--- config.mk ---
export PLATFORM = sky130hd
export DESIGN_NAME = integral_image_generator
export DESIGN_NICKNAME = d
export VERILOG_FILES = /design/src/rtl/integral_image_generator.sv
export SDC_FILE = /design/constraint.sdc
export NUM_CORES = 1
export LEC_CHECK = 0
export ABC_AREA = 1
export CAP_MARGIN = 20
export CORE_MARGIN = 4
export CORE_UTILIZATION = 45
export DETAILED_ROUTE_END_ITERATION = 8
export MAX_ROUTING_LAYER = met4
export PLACE_DENSITY = 0.6
export SYNTH_ARGS = -nofsm -noshare
export SYNTH_HDL_FRONTEND = slang
export SYNTH_SLANG_ARGS = --single-unit
--- constraint.sdc ---
create_clock -name clk_fpga -period 14.2 [get_ports clk_fpga]
set_input_delay 2.84 -clock clk_fpga [delete_from_list [all_inputs] [get_ports clk_fpga]]
set_output_delay 2.84 -clock clk_fpga [all_outputs]
set_load 0.01 [all_outputs]
--- src/rtl/integral_image_generator.sv ---
// integral_image_generator: streams a raster window of pixels into its integral image.
// Optional build macro II_SATURATE_EN clamps every addition at 2^II_WIDTH-1 instead of wrapping.
`default_nettype none

module integral_image_generator #(
   parameter int DATA_WIDTH = 8,
   parameter int IWIDTH     = 24,
   parameter int IHEIGHT    = 24,
   parameter int II_WIDTH   = 18
) (
   input  logic                       clk_fpga,
   input  logic                       reset_fpga,
   input  logic                       frame_start,
   input  logic [DATA_WIDTH-1:0]      pixel_in,
   input  logic                       pixel_valid,
   output logic                       pixel_ready,
   output logic [II_WIDTH-1:0]        ii_out,
   output logic [$clog2(IWIDTH)-1:0]  ii_x,
   output logic [$clog2(IHEIGHT)-1:0] ii_y,
   output logic                       ii_valid,
   input  logic                       ii_ready,
   output logic                       frame_done,
   output logic                       busy
);

   localparam int XW = $clog2(IWIDTH);
   localparam int YW = $clog2(IHEIGHT);
   localparam logic [XW-1:0] X_LAST = XW'(IWIDTH - 1);
   localparam logic [YW-1:0] Y_LAST = YW'(IHEIGHT - 1);

   typedef enum logic [1:0] {IDLE = 2'd0, ACTIVE = 2'd1, FLUSH = 2'd2} state_t;

   state_t                state, state_next;
   logic [XW-1:0]         x;
   logic [YW-1:0]         y;
   logic [II_WIDTH-1:0]   row_sum;
   logic [II_WIDTH-1:0]   line_buf [IWIDTH];
   logic [II_WIDTH-1:0]   row_base, above, row_sum_new, ii_new;
   logic                  accept;

   function automatic logic [II_WIDTH-1:0] add_ii(input logic [II_WIDTH-1:0] a,
                                                  input logic [II_WIDTH-1:0] b);
`ifdef II_SATURATE_EN
      logic [II_WIDTH:0] s;
      s = {1'b0, a} + {1'b0, b};
      add_ii = s[II_WIDTH] ? {II_WIDTH{1'b1}} : s[II_WIDTH-1:0];
`else
      add_ii = a + b;
`endif
   endfunction

   // Row and column borders contribute zero rather than stale accumulator contents.
   always_comb begin
      row_base    = (x == '0) ? '0 : row_sum;
      above       = (y == '0) ? '0 : line_buf[x];
      row_sum_new = add_ii(row_base, {{(II_WIDTH-DATA_WIDTH){1'b0}}, pixel_in});
      ii_new      = add_ii(row_sum_new, above);
   end

   always_comb begin
      state_next  = state;
      pixel_ready = 1'b0;
      accept      = 1'b0;
      case (state)
         IDLE: begin
            if (frame_start) state_next = ACTIVE;
         end
         ACTIVE: begin
            pixel_ready = !ii_valid || ii_ready;
            accept      = pixel_valid && pixel_ready;
            if (accept && x == X_LAST && y == Y_LAST) state_next = FLUSH;
         end
         FLUSH: begin
            if (ii_valid && ii_ready) state_next = IDLE;
         end
         default: state_next = IDLE;
      endcase
   end

   assign busy = (state != IDLE);

   always_ff @(posedge clk_fpga or negedge reset_fpga) begin
      if (!reset_fpga) begin
         state      <= IDLE;
         x          <= '0;
         y          <= '0;
         row_sum    <= '0;
         ii_out     <= '0;
         ii_x       <= '0;
         ii_y       <= '0;
         ii_valid   <= 1'b0;
         frame_done <= 1'b0;
         for (int i = 0; i < IWIDTH; i++) line_buf[i] <= '0;
      end else begin
         state      <= state_next;
         frame_done <= 1'b0;
         case (state)
            IDLE: begin
               if (frame_start) begin
                  x       <= '0;
                  y       <= '0;
                  row_sum <= '0;
                  for (int i = 0; i < IWIDTH; i++) line_buf[i] <= '0;
               end
            end
            ACTIVE: begin
               if (accept) begin
                  row_sum     <= row_sum_new;
                  line_buf[x] <= ii_new;
                  ii_out      <= ii_new;
                  ii_x        <= x;
                  ii_y        <= y;
                  ii_valid    <= 1'b1;
                  if (x == X_LAST) begin
                     x <= '0;
                     y <= y + 1'b1;
                  end else begin
                     x <= x + 1'b1;
                  end
               end else if (ii_ready) begin
                  ii_valid <= 1'b0;
               end
            end
            FLUSH: begin
               // Registered so the pulse lands the cycle after the final handshake.
               if (ii_valid && ii_ready) begin
                  ii_valid   <= 1'b0;
                  frame_done <= 1'b1;
               end
            end
            default: ;
         endcase
      end
   end

endmodule

`default_nettype wire

Yosys cells after proc, flatten, opt, wreduce, memory -nomap -nowiden
Index checks and enable logic that the tools add are counted.
{"block": "word_totals", "regBits": 492, "latchBits": 0, "ramBits": 0, "rom_bits": 0, "input_bits": 13, "word_cells": 101, "memories": 0}
{"block": "op_classes", "addsub": 4, "mul": 0, "div_mod_pow": 0, "magnitude_cmp": 2, "n_eq_ne": 10, "shift": 0, "n_mux": 33, "bitwise_logic": 1, "reduce_logical": 18}
{"cell": "$mux W432", "n": 2}
{"cell": "$pmux W432 S2", "n": 1}
{"cell": "$bwmux W432", "n": 1}
{"cell": "$mux W18", "n": 7}
{"cell": "$bmux W18 S5", "n": 1}
{"cell": "$demux W18 S5", "n": 1}
{"cell": "$pmux W18 S2", "n": 1}
{"cell": "$mux W5", "n": 5}
{"cell": "$pmux W5 S2", "n": 2}
{"cell": "$add A18 B18 Y18", "n": 1}
{"cell": "$add A18 B8 Y18", "n": 1}
{"cell": "$add A5 B1 Y5 const B", "n": 2}
{"cell": "$eq A5 B5 Y1 const B", "n": 2}
{"cell": "$logic_not A5 Y1", "n": 2}
{"cell": "$ne A2 B2 Y1 const B", "n": 5}
{"cell": "$reduce_and A3 Y1", "n": 3}
{"cell": "$mux W1", "n": 7}
{"cell": "$ge A6 B6 Y1 const B", "n": 1}
{"cell": "$lt A6 B1 Y1 const B", "n": 1}
{"cell": "$mux W2", "n": 3}
{"cell": "$not A5 Y6", "n": 1}
{"cell": "$pmux W2 S3", "n": 1}
{"cell": "$reduce_bool A2 Y1", "n": 3}
{"cell": "$logic_and A1 B1 Y1", "n": 5}
{"cell": "other kinds (9)", "n": 9}

Depth between registers and ports, before layout
{"block": "depth", "depth_word": 9, "depth_mapped": 33}

Worst setup path before layout
OpenSTA, ideal clock, no wires.
{"block": "synth_timing", "path_kind": "input-to-output", "from": "input port ii_ready", "to": "output port pixel_ready", "arrival_time_ns": 3.106, "required_time_ns": 11.360, "path_slack_ns": 8.254, "cell_stages": 2, "path_buffers": 0, "cell_sequence": "inv_1 a21oi_1"}
{"block": "synth_via", "elab_chain_len": 2}
{"item": "from (decl)", "line_no": "21", "rtl": "input logic ii_ready,"}
{"item": "$logic_or A1 B1 Y1", "line_no": "69", "rtl": "pixel_ready = !ii_valid || ii_ready;"}
{"item": "$mux W1", "line_no": "64", "rtl": "case (state)"}
{"item": "to (decl)", "line_no": "16", "rtl": "output logic pixel_ready,"}
No other way between the ends.

Worst setup path after layout
{"block": "layout_timing", "from": "input port pixel_in[0]", "to": "register line_buf[323] (netlist bit)"}
{"block": "layout_via", "elab_chain_len": 5}
{"item": "from (decl)", "line_no": "14", "rtl": "input logic [DATA_WIDTH-1:0] pixel_in,"}
{"item": "$add A18 B8 Y18", "line_no": "48", "rtl": "add_ii = a + b;"}
{"item": "$add A18 B18 Y18", "line_no": "48"}
{"item": "$bwmux W432", "line_no": "109", "rtl": "line_buf[x] <= ii_new;"}
{"item": "$mux W432", "line_no": "107", "rtl": "if (accept) begin"}
{"item": "$pmux W432 S2", "line_no": "97", "rtl": "case (state)"}
{"item": "to (signal, indexed assignment)", "line_no": "109"}
{"item": "to (decl)", "line_no": "37", "rtl": "logic [II_WIDTH-1:0] line_buf [IWIDTH];"}
No other way between the ends. The select of a mux whose other input is x is not followed.
A chain may end at the register's enable or synchronous reset.

==> metrics.cfg <==
[run_status]
status=finished, final reports clean

[synth]
synthCells=2929
synth.net_count=2975
synthTopCellsByArea=dfrtp_1 51%, nand2_1 10%, o21ai_0 9.1%, o22ai_1 4.4%, inv_1 4.1%
synth_warnings=0
synthArstFlopShare_pct=100
synth-edff-count=0
ys_seq_area_share_pct=51.0
yosysTopAreaCell=dfrtp_1
synth_area_um2=24100
ys_types=53
ys_ff_latch=492
postSynthAreaPerCell_um2=8.24
yosys_most_used_dff=dfrtp_1
synth_top_area_share_pct=51.0

[route]
drtPass1Iterations=6
antenna_left=0
first_iter_violations=2271
routed_via_density=5.91
drc=0
vias=21300
routed_wl_um=80400
wire_per_inst_um=22.3

[power]
power_leakage_uw=0.0123
p_comb_share_pct=44.2
p_per_area_nw_per_um2=202
seq_power_share_pct=29.4
clockPowerShare_pct=26.4
internal-power_uw=2920
p_total_uw=5420
p_sw_uw=2490
vdd_drop_max_v=0.000214
p_sw_share_pct=46.0

[sta]
grt_setup_unrepaired=no
fin_setup_tns_ns=0
period_needed_ns=6.96
skew_ns=0.0350
max_slew.worst_pin.slew_ns=1.11
maxSlewHeadroom_pct=25.6
fmax_mhz=144
timing.final.ws_setup_ns=7.24
timing.final.crit_share_pct=49.0
finalHoldViolations=0
slew_viol_final=0
setup_viol=0

[worst_hold_path]
hold_path.startpoint=ii_out[10]
hold_class=reg -> reg
min_path_cells=2
hold_path_end=ii_out[10]

[floorplan]
core_um2=52900
start_util_pct=45.6
num_io_pins=45
die_h_um=240
dieArea_um2=57400
die_x_um=240
row_count=84

[setup_path]
cp_data_required_time_ns=14.69
rr_startpoint=x[0]
path_cells=clkdlybuf4s50_1 -> ha_1 -> inv_1 -> fa_1 -> o21ai_0 -> nand2_1 -> nand3_1 -> nand2_1 -> nor2_1 -> xor2_1 -> inv_1 -> ha_1 -> nand2_1 -> inv_1 -> nand4_1 -> o311ai_1 -> nand3_2 -> nand3_1 -> nand2_1
reg2regPathDepth=23
regToRegEndpoint=line_buf[323]
worst-setup-path-type=in -> reg
reg2reg_slack_ns=7.68
crit_path_start_kind=primary input
cp_slowest_cell=nand3_2
critical-path-max-stage-delay_ns=0.60
cp_max_fo=25
worstPathArrival_ns=7.44
crit_top_cell=nand2_1
endpoint_kind=flip-flop

[cells_and_area]
final_area_um2=26800
syn_to_final_growth_pct=11.2
nets=2909
drive_gt1_share_pct=7.53

[global_routing]
grt_pass1_vias=20600
overflow=0
grt_antenna_before_repair=1
grt_usage_pct=28.8
grt_max_degree=172
grt_pass1_wl_um=125000

[place]
port-buffer-count=44
dp_hpwl_um=51100
placed_area_um2=24900
dp_slack_ns=6.72
gp_congestion=0.892

[clocking]
path_clk_slew_ns=0.06
cts_resized=0
clock_path_buffers=3
cts_setup_buffers=0
numCtsBuffers=53
cts-root-buf=clkbuf_16
cts_hold_buf=0
clock_latency_ns=0.63
clock_sinks=492
htree_levels=2
tritoncts=built

[job]
timing.max_cap.violations=0

## worst max-delay path by stage
| stage | start | to | cells past startpoint |
|---|---|---|---|
| floorplan | ii_ready | pixel_ready | 2 |
| global placement | pixel_in[0] | line_buf[431] | 19 |
| detailed placement | pixel_in[0] | line_buf[323] | 19 |
| CTS | ii_ready | pixel_ready | 4 |
| global route | pixel_in[0] | line_buf[125] | 19 |
| finish | pixel_in[0] | line_buf[323] | 19 |
## kinds of logic after synthesis
group                    Yosys count  synth area share, %
AO/OA/AOI/OAI                    868                 20.2
XOR/XNOR                          22                0.799
adder cells (fa/ha/maj)           33                 1.77
buffers and inverters            493                 8.27
flip-flops                       492                 51.0
AND/OR/NAND/NOR                 1021                 17.9
## placed cells by master (no fill, tap or decap), drive strengths merged, types with 4 or more instances in the layout
| master | instances |
|---|---|
| nand2 | 647 |
| dfrtp | 492 |
| o21ai | 467 |
| inv | 285 |
| nand3 | 177 |
| nor2 | 172 |
| o22ai | 170 |
| a21oi | 163 |
| clkbuf | 82 |
| clkdlybuf4s50 | 43 |
| buf | 39 |
| ha | 31 |
| a32o | 24 |
| clkinv | 18 |
| xor2 | 12 |
| a41oi | 11 |
| xnor2 | 10 |
| a22o | 9 |
| nand4 | 9 |
| o221ai | 6 |
| nor3 | 6 |
| o21bai | 4 |
## cell type report
type	count	area (µm²)
multi-input combinational	1944	9890
fill	5089	26000
sequential	492	12300
timing repair buffer	82	835
clock inverter	18	224
inverter	290	1090
clock buffer	82	1600
tap	688	861
antenna	2	5.00
## metrics by stage
step	instances	hold WS, ns	util (%)
2_1_floorplan	2929	0.444	-
3_3_place_gp	3489	0.458	47.0
3_5_place_dp	3491	0.461	47.1
4_1_cts	3591	0.477	50.6
5_1_grt	3597	0.493	50.7
6_report	3598	0.477	50.7
## metal layers
layer	global-route usage [%]	up-vias	wire [µm]
met2	43.3	892	36500
met4	9.11	0	2590
met1	40.4	10500	35100
met3	4.48	150	6240
met5	-	-	0
li1	-	9693	-
## state kept, by name, indices dropped and copies added (netlist names)
name and cells:
ii_valid 1, row_sum 18, ii_out 18, x 5, ii_x 5, y 5, line_buf 432, frame_done 1
ii_y 5, state 2
## synth_stat cells (9+ instances only)
library cell,n
clkbuf_1,126
o21ai_0,439
inv_2,23
a21oi_1,154
nor2_2,13
inv_1,262
buf_2,51
nor2_1,144
o21ai_1,25
xnor2_1,10
ha_1,31
dfrtp_1,492
o22ai_1,170
a32o_1,24
buf_1,12
nand3_1,174
a22o_1,9
a41oi_1,11
xor2_1,12
nand2_1,644
nor2_4,14
## power groups by stage
stage	Clock (µW)	Combinational, µW	Sequential, µW
2_1_floorplan	0	1380	1580
3_3_place_gp	0	2290	1620
6_report	1430	2390	1590
3_5_place_dp	0	2320	1620
5_1_grt	1510	2540	1610
4_1_cts	1450	2330	1590
## worst max-delay path, delay by kind of cell
family / cells / cell delay (ns)
fa+ha+maj: 3 / 0.92
buf+inv: 4 / 0.70
compound gates: 2 / 0.98
xor+xnor: 1 / 0.27
simple gates: 9 / 1.72
(Power assumes the default switching activity.)
